## src/rtl/fifo_pkg.sv

```systemverilog
// Shared types and sizing for the FIFO write path.
// The write-port arbiter and its round-robin picker use these defaults.
package fifo_pkg;

    localparam int DATA_WIDTH = 8;
    localparam int NUM_REQ    = 4;
    localparam int MAX_BURST  = 4;

    typedef enum logic {
        IDLE  = 1'b0,
        BURST = 1'b1
    } arb_state_t;

endpackage

```

## src/rtl/rr_pick.sv

```systemverilog
// Combinational round-robin picker: returns the first set request at or after ptr, wrapping.
// Zero latency; no backpressure, found is simply the OR of all requests.
module rr_pick #(
    parameter int N  = 4,
    parameter int IW = $clog2(N)
) (
    input  logic [N-1:0]  req,
    input  logic [IW-1:0] ptr,
    output logic          found,
    output logic [IW-1:0] idx
);

    logic [2*N-1:0] dbl;
    logic [N-1:0]   rot;
    logic           unused_hi;
    logic [IW-1:0]  off;
    logic [IW:0]    sum;

    // Rotating the doubled vector right by ptr puts request ptr at bit 0.
    assign dbl       = {req, req} >> ptr;
    assign rot       = dbl[N-1:0];
    assign unused_hi = ^dbl[2*N-1:N];

    always_comb begin
        off = '0;
        for (int i = N - 1; i >= 0; i--) begin
            if (rot[i]) begin
                off = IW'(i);
            end
        end
    end

    assign sum   = {1'b0, ptr} + {1'b0, off};
    assign idx   = (sum >= (IW+1)'(N)) ? IW'(sum - (IW+1)'(N)) : sum[IW-1:0];
    assign found = |req;

endmodule

```

## src/rtl/fifo_wr_arbiter.sv

```systemverilog
// Round-robin arbiter sharing the FIFO write port among producers, bursts of up to MAX_BURST.
// One idle arbitration cycle per burst; full stalls the grant with ready and wr_en low.
module fifo_wr_arbiter #(
    parameter int NUM_REQ    = fifo_pkg::NUM_REQ,
    parameter int MAX_BURST  = fifo_pkg::MAX_BURST,
    parameter int DATA_WIDTH = fifo_pkg::DATA_WIDTH
) (
    input  logic                          clk,
    input  logic                          rst,
    input  logic [NUM_REQ-1:0]            req_valid,
    input  logic [NUM_REQ*DATA_WIDTH-1:0] req_data,
    output logic [NUM_REQ-1:0]            req_ready,
    input  logic                          full,
    output logic                          wr_en,
    output logic [DATA_WIDTH-1:0]         wr_data,
    output logic [$clog2(NUM_REQ)-1:0]    grant_idx,
    output logic                          busy
);

    import fifo_pkg::*;

    localparam int IW = $clog2(NUM_REQ);
    localparam int CW = $clog2(MAX_BURST + 1);

    arb_state_t    state;
    arb_state_t    state_nxt;
    logic [IW-1:0] rr_ptr;
    logic [IW-1:0] ptr_after_grant;
    logic [CW-1:0] burst_cnt;
    logic          pick_found;
    logic [IW-1:0] pick_idx;
    logic          grant_vld;
    logic          last_beat;
    logic          burst_end;

    rr_pick #(
        .N (NUM_REQ)
    ) u_pick (
        .req   (req_valid),
        .ptr   (rr_ptr),
        .found (pick_found),
        .idx   (pick_idx)
    );

    assign grant_vld       = req_valid[grant_idx];
    assign wr_data         = req_data[int'(grant_idx)*DATA_WIDTH +: DATA_WIDTH];
    assign last_beat       = (burst_cnt == CW'(MAX_BURST - 1));
    // A dropped request ends the burst even while full is holding it.
    assign burst_end       = !grant_vld || (wr_en && last_beat);
    assign ptr_after_grant = (grant_idx == IW'(NUM_REQ - 1)) ? '0 : grant_idx + IW'(1);

    always_ff @(posedge clk) begin
        if (rst) begin
            state <= IDLE;
        end else begin
            state <= state_nxt;
        end
    end

    always_comb begin
        state_nxt = state;
        case (state)
            IDLE:    if (pick_found) state_nxt = BURST;
            BURST:   if (burst_end)  state_nxt = IDLE;
            default: state_nxt = IDLE;
        endcase
    end

    always_comb begin
        busy      = (state == BURST);
        wr_en     = busy && grant_vld && !full && !rst;
        req_ready = '0;
        if (busy && !full && !rst) begin
            req_ready[grant_idx] = 1'b1;
        end
    end

    always_ff @(posedge clk) begin
        if (rst) begin
            rr_ptr    <= '0;
            grant_idx <= '0;
            burst_cnt <= '0;
        end else if (state == IDLE) begin
            if (pick_found) begin
                grant_idx <= pick_idx;
                burst_cnt <= '0;
            end
        end else begin
            if (wr_en) begin
                burst_cnt <= burst_cnt + CW'(1);
            end
            if (burst_end) begin
                rr_ptr <= ptr_after_grant;
            end
        end
    end

endmodule

```

## config.mk

```make
export PLATFORM = sky130hd
export DESIGN_NAME = fifo_wr_arbiter
export DESIGN_NICKNAME = d
export VERILOG_FILES = /design/src/rtl/fifo_pkg.sv /design/src/rtl/rr_pick.sv /design/src/rtl/fifo_wr_arbiter.sv
export SDC_FILE = /design/constraint.sdc
export NUM_CORES = 1
export LEC_CHECK = 0
export ABC_AREA = 0
export ABC_CLOCK_PERIOD_IN_PS = 2000
export CAP_MARGIN = 20
export CORE_MARGIN = 10
export CORE_UTILIZATION = 35
export CTS_CLUSTER_DIAMETER = 40
export DETAILED_ROUTE_END_ITERATION = 8
export PLACE_DENSITY = 0.79
export SKIP_LAST_GASP = 1
export SLEW_MARGIN = 15
export SYNTH_ARGS = -nofsm -noshare
export SYNTH_HDL_FRONTEND = slang
export SYNTH_SLANG_ARGS = --single-unit
```

## constraint.sdc

```tcl
create_clock -name clk -period 2 [get_ports clk]
set_input_delay 0.4 -clock clk [delete_from_list [all_inputs] [get_ports clk]]
set_output_delay 0.4 -clock clk [all_outputs]
set_load 0.03 [all_outputs]
```

==> results.cfg <==
[yosys]
synth_edf_count = 0
ys_top_cells_by_count = nor2_1, mux4_2, dfxtp_1
ys_seq_area_share_pct = 19.3
syn_inst = 87
yosysWarnings = 0
synth.avg_cell_area_um2 = 9.54
synth_nets = 133
synth_top_cell_by_area = mux4_2
synth_top_flop_cell = dfxtp_1
synth_top_area_share_pct = 24.4
synth-seq-cells = 8
synthMostInstantiatedCell = nor2_1
netlist_area_um2 = 830
ys_types = 32
synthTopCellsByArea = mux4_2, dfxtp_1, ha_1, nor2_1, mux2i_1
async_flop_share_pct = 0

[global_routing]
grt_pass1_vias = 874
track_usage_pct = 11.7
overflow = 0
grt_max_degree = 13
grt_pass1_wl_mm = 4.38
antenna_found_initial = 0

[floorplan]
dieArea_mm2 = 0.00472
core-area_mm2 = 0.00223
die_y_um = 68.7
dieWidth_um = 68.7
start_util_pct = 37.1
placementRows = 17
ioPinCount = 55

[setup_path]
end_kind = primary output
cp_max_fo = 9
critPathMaxStageDelay_ps = 530
critPathSlowestCell = mux4_2
crit_path_start_kind = input pin
cp_data_arrival_time_ps = 1550
worstPathRequired_ps = 1600
cp_cell_sequence = dlygate4sd2_1 -> mux4_2 -> nand2_4 -> inv_2 -> buf_4
crit_type = in -> out

[sta]
finClkSkew_ps = 0.267
timing.final.crit_share_pct = 97.5
drv_slew = 0
fmax_ghz = 0.513
finalHoldViolations = 0
min_period_ps = 1950
slew-limit-headroom_pct = 74.3
rsz0062_at_grt = no
finalSetupViolations = 0
setup_ws_ps = 50.7
tightest_slew_ps = 384
setup_tns_ps = 0

[final_layout]
layout-drive-gt1-share_pct = 30.7
fillCellCount = 175
areaGrowthSynthToFinish_pct = 75.6
nets = 198
antenna_cells = 0
seq_area_um2 = 161
multi_input_comb_area_um2 = 619

[placement]
routabilityCongestion = 0.885
portBuffers = 54
pre_cts_ws_ps = -315
dpl.hpwl_mm = 2.64

[routing]
wl_per_cell_um = 17.3
drt-initial-drc-count = 55
vias = 952
totalWireLength_mm = 3.07
route.detailed.drc = 0
firstDrtPassIters = 4
viasPerCell = 5.35
ant_nets = 0

[clocking]
cts-root-buf = clkbuf_4
cts-buffers-inserted = 3
clk_pin_slew_ps = 60
clock_latency_ps = 250
cts.sinks = 8
clockBufferDepth = 2
postCtsHoldBufs = 0
h-tree-depth = 1
cts_tree = built

[power]
cellPowerDensity_mw_per_mm2 = 567
peakVddDrop_uv = 338
power_leakage_nw = 0.606

[hold_path]
worstHoldPathType = reg -> reg

[flow_run]
drv_cap = 0

[status]
status = finished clean
## through the flow
| step | hold slack [ps] | power, mW | util (%) | area [um^2] | std cells |
|---|---|---|---|---|---|
| after floorplan | 451 | 0.493 | - | 830 | 87 |
| after global placement | 472 | 0.729 | 65.3 | 1460 | 174 |
| after detailed placement | 487 | 0.743 | 65.3 | 1460 | 174 |
| after CTS | 497 | 0.845 | 66.1 | 1480 | 178 |
| after global routing | 542 | 0.881 | 65.2 | 1460 | 178 |
| final | 500 | 0.826 | 65.2 | 1460 | 178 |
## placed cells by master (no fill, tap or decap), drive strengths merged, types with 2 or more instances in the layout
master	n
clkdlybuf4s50	36
buf	26
nor2	14
mux4	9
dfxtp	8
ha	7
inv	6
a21oi	5
and2	4
dlygate4sd2	4
mux2i	3
clkbuf	3
nand3	2
nor3	2
o21ai	2
nand2b	2
o32ai	2
xnor2	2
nand2	2
## worst paths after layout
path | from | end | slack [ps] | cells past startpoint
setup / recovery | req_valid[0] | wr_en | 50 | 5
hold / removal | burst_cnt[1]$_SDFFE_PP0P_ | burst_cnt[1]$_SDFFE_PP0P_ | 500 | 2
setup reg to reg | rr_ptr[0]$_SDFFE_PP0P_ | grant_idx[1]$_SDFFE_PP0P_ | 220 | 7
hold reg to reg | burst_cnt[1]$_SDFFE_PP0P_ | burst_cnt[1]$_SDFFE_PP0P_ | 500 | 2
## registers in the layout (all words and copies together) (netlist names)
name,count
rr_ptr,2
busy,1
burst_cnt,3
grant_idx,2
## cells by family after synthesis
group | count (synthesis) | share of synthesized area [%]
DFF | 8 | 19.3
muxes | 12 | 28.1
adders and majority gates | 7 | 10.6
xor gates and xnor gates | 2 | 2.11
and+or+nand+nor | 32 | 20.2
buffers and inverters | 12 | 7.39
AOI/OAI and AO/OA | 14 | 12.4
## what timing repair did
action                                 4_1_cts  5_1_grt
setup buffers                                1        1
gates resized for setup                     41        6
endpoints found under the hold margin        0        0
pin swaps                                    1        1
setup endpoints to repair                    9        8
## worst max-delay path, delay by kind of cell
family	cells	cell delay, ps
buffers and inverters	3	520
AND/OR/NAND/NOR	1	90
multiplexers	1	530
## per-layer routing
metal | global-route usage, % | routed length (um) | vias up
li1 | - | - | 447
met1 | 14.3 | 1320 | 439
met2 | 20.6 | 1340 | 63
met3 | 3.38 | 400 | 3
met4 | 0.754 | 7 | 0
met5 | 0 | 0 | -
## final cells by class
class	count	area share, %
Timing Repair Buffer	66	40.9
Sequential cell	8	11.1
Inverter	6	1.55
Clock buffer	3	1.55
Multi-Input combinational cell	67	42.5
Tap cell	28	2.41
## report_power, final
| group | switching [mW] | leakage [nW] | internal (mW) |
|---|---|---|---|
| Clock | 0.0563 | 0.0138 | 0.0688 |
| Combinational | 0.238 | 0.527 | 0.260 |
| Sequential | 0.0271 | 0.0658 | 0.175 |
Power figures use the tool's default switching activity.
==> RTL change (config.mk and constraints unchanged) <==
Change the package constant `MAX_BURST` from 4 to 16.
--- a/src/rtl/fifo_pkg.sv
+++ b/src/rtl/fifo_pkg.sv
@@ -4,7 +4,7 @@
 
     localparam int DATA_WIDTH = 8;
     localparam int NUM_REQ    = 4;
-    localparam int MAX_BURST  = 4;
+    localparam int MAX_BURST  = 16;
 
     typedef enum logic {
         IDLE  = 1'b0,
Function: changed (a bounded check fails within 10 cycles, from zero or initial values and one cycle with rst high).
==> RTL change against the unedited design <==
- fmax shrank 0.33%
- die area up 8.2%
- total power grew 12%
- sequential cell count is 2 higher
- largest cell class unchanged
- cell area grew 6.6%
- worst setup slack got worse by 6.5 ps
- area after synthesis is 12% higher
- routed wire length grew 0.49%
- critical path depth shrank 1
- worst hold slack worse by 26 ps
==> RTL change: results (changes against the unedited design) <==
status = completed
reg-to-reg slack, setup = 200 ps (-20 ps)
max reg flops = 5 (+2)
Leak = 0.656 nW (+8.3%)
Overall Global Routing Usage = 12.0% (+0.32 points)
hold_sp = burst_cnt[3]
post-synthesis mux area share = 26.2% (-1.8 points)
post-synthesis share of cell area spent on xor and xnor gates = 1.89% (-0.22 points)
placer congestion estimate = 0.717 (-19%)
Seq/Total Area, Yosys = 21.6% (+2.3 points)
clk_skew = 1.80 ps (+1.53 ps)
DP HPWL = 2.65 mm (+0.42%)
fin crit period = 1960 ps (+6.47 ps)
ANT cells = 0 (unchanged)
Synth Area in Compound Gates = 11.4% (-1.0 points)
first-pass GRT wire length = 4.95 mm (+13%)
DR iter-0 viols = 18 (-67%)
setup repair bufs after CTS = 2 (+1)
adder and majority gate portion of the synthesized area = 9.46% (-1.1 points)
fin nets = 212 (+7.1%)
TritonCTS Buffers = 3 (unchanged)
top cell type's share of synthesized area = 21.9% (-2.5 points)
dpl ws = -295 ps (+19.7 ps)
layout cells sized above 1 = 29.1% (-1.6 points)
Worst VDD drop = 0.327 mV (-3.4%)
FILL cells = 202 (+15%)
Cells on Worst Hold Path = 1 (-1)
initial antenna violation count = 0 (unchanged)
final hold slack = 474 ps (-25.9 ps)
top flop regs = burst_cnt (5), grant_idx (2), rr_ptr (2)
Yosys cell types = 33 (+3.1%)
largest fanout on the critical path = 5 (-4)
via count = 999 (+4.9%)
Post-Route WL = 3.09 mm (+0.49%)
slew margin rel. = 74.4% (about the same)
clk_lat worst skew = 270 ps (+20 ps)
top cells by area, synth = mux4_2, dfxtp_1, ha_1
drt pass-1 iters = 3 (-1)
## RTL change: metrics by stage
| stage | cell area [um2] | std cells | total power (W) |
|---|---|---|---|
| 2_1_floorplan | 928 | 99 | 0.000539 |
| 3_3_place_gp | 1550 | 189 | 0.000760 |
| 3_5_place_dp | 1550 | 189 | 0.000777 |
| 4_1_cts | 1560 | 195 | 0.000935 |
| 5_1_grt | 1550 | 195 | 0.000978 |
| 6_report | 1550 | 195 | 0.000924 |
## RTL change: cells by family after synthesis
kind of cell,count (synthesis)
DFF,10
AOI/OAI and AO/OA,15
buffers and inverters,13
adders and majority gates,7
xor gates and xnor gates,2
muxes,13
and+or+nand+nor,39
## RTL change: layout make-up
type / instances / area share, %
clock buffer: 4 / 2.34
multi-input combinational: 76 / 42.1
timing repair buffer: 69 / 38.5
inverter: 6 / 1.45
tap: 30 / 2.42
sequential: 10 / 13.1
## RTL change: worst max path at each step
stage / startpoint / end
2_1_floorplan: grant_idx[0] / wr_data[0]
3_3_place_gp: req_data[10] / wr_data[2]
3_5_place_dp: req_data[16] / wr_data[0]
4_1_cts: req_valid[2] / wr_en
5_1_grt: req_valid[3] / wr_en
6_report: req_valid[3] / wr_en
## RTL change: metal layers
layer / vias up / global-route usage (%) / share of wire, %
met3: 4 / 2.20 / 3.9
met5: - / 0 / 0
li1: 499 / - / -
met2: 27 / 22.3 / 54
met1: 469 / 12.9 / 40
met4: 0 / 5.16 / 1.3
## RTL change: critical path, stage by stage
cell and delay (ps):
dlygate4sd2_1 280, mux4_2 520, and2_4 190, buf_4 160
## RTL change: report_power, final
group	leakage, nW	switching (W)	internal, W
Clock	0.0210	0.0000749	0.000111
Sequential	0.0822	0.0000252	0.000215
Combinational	0.553	0.000242	0.000257
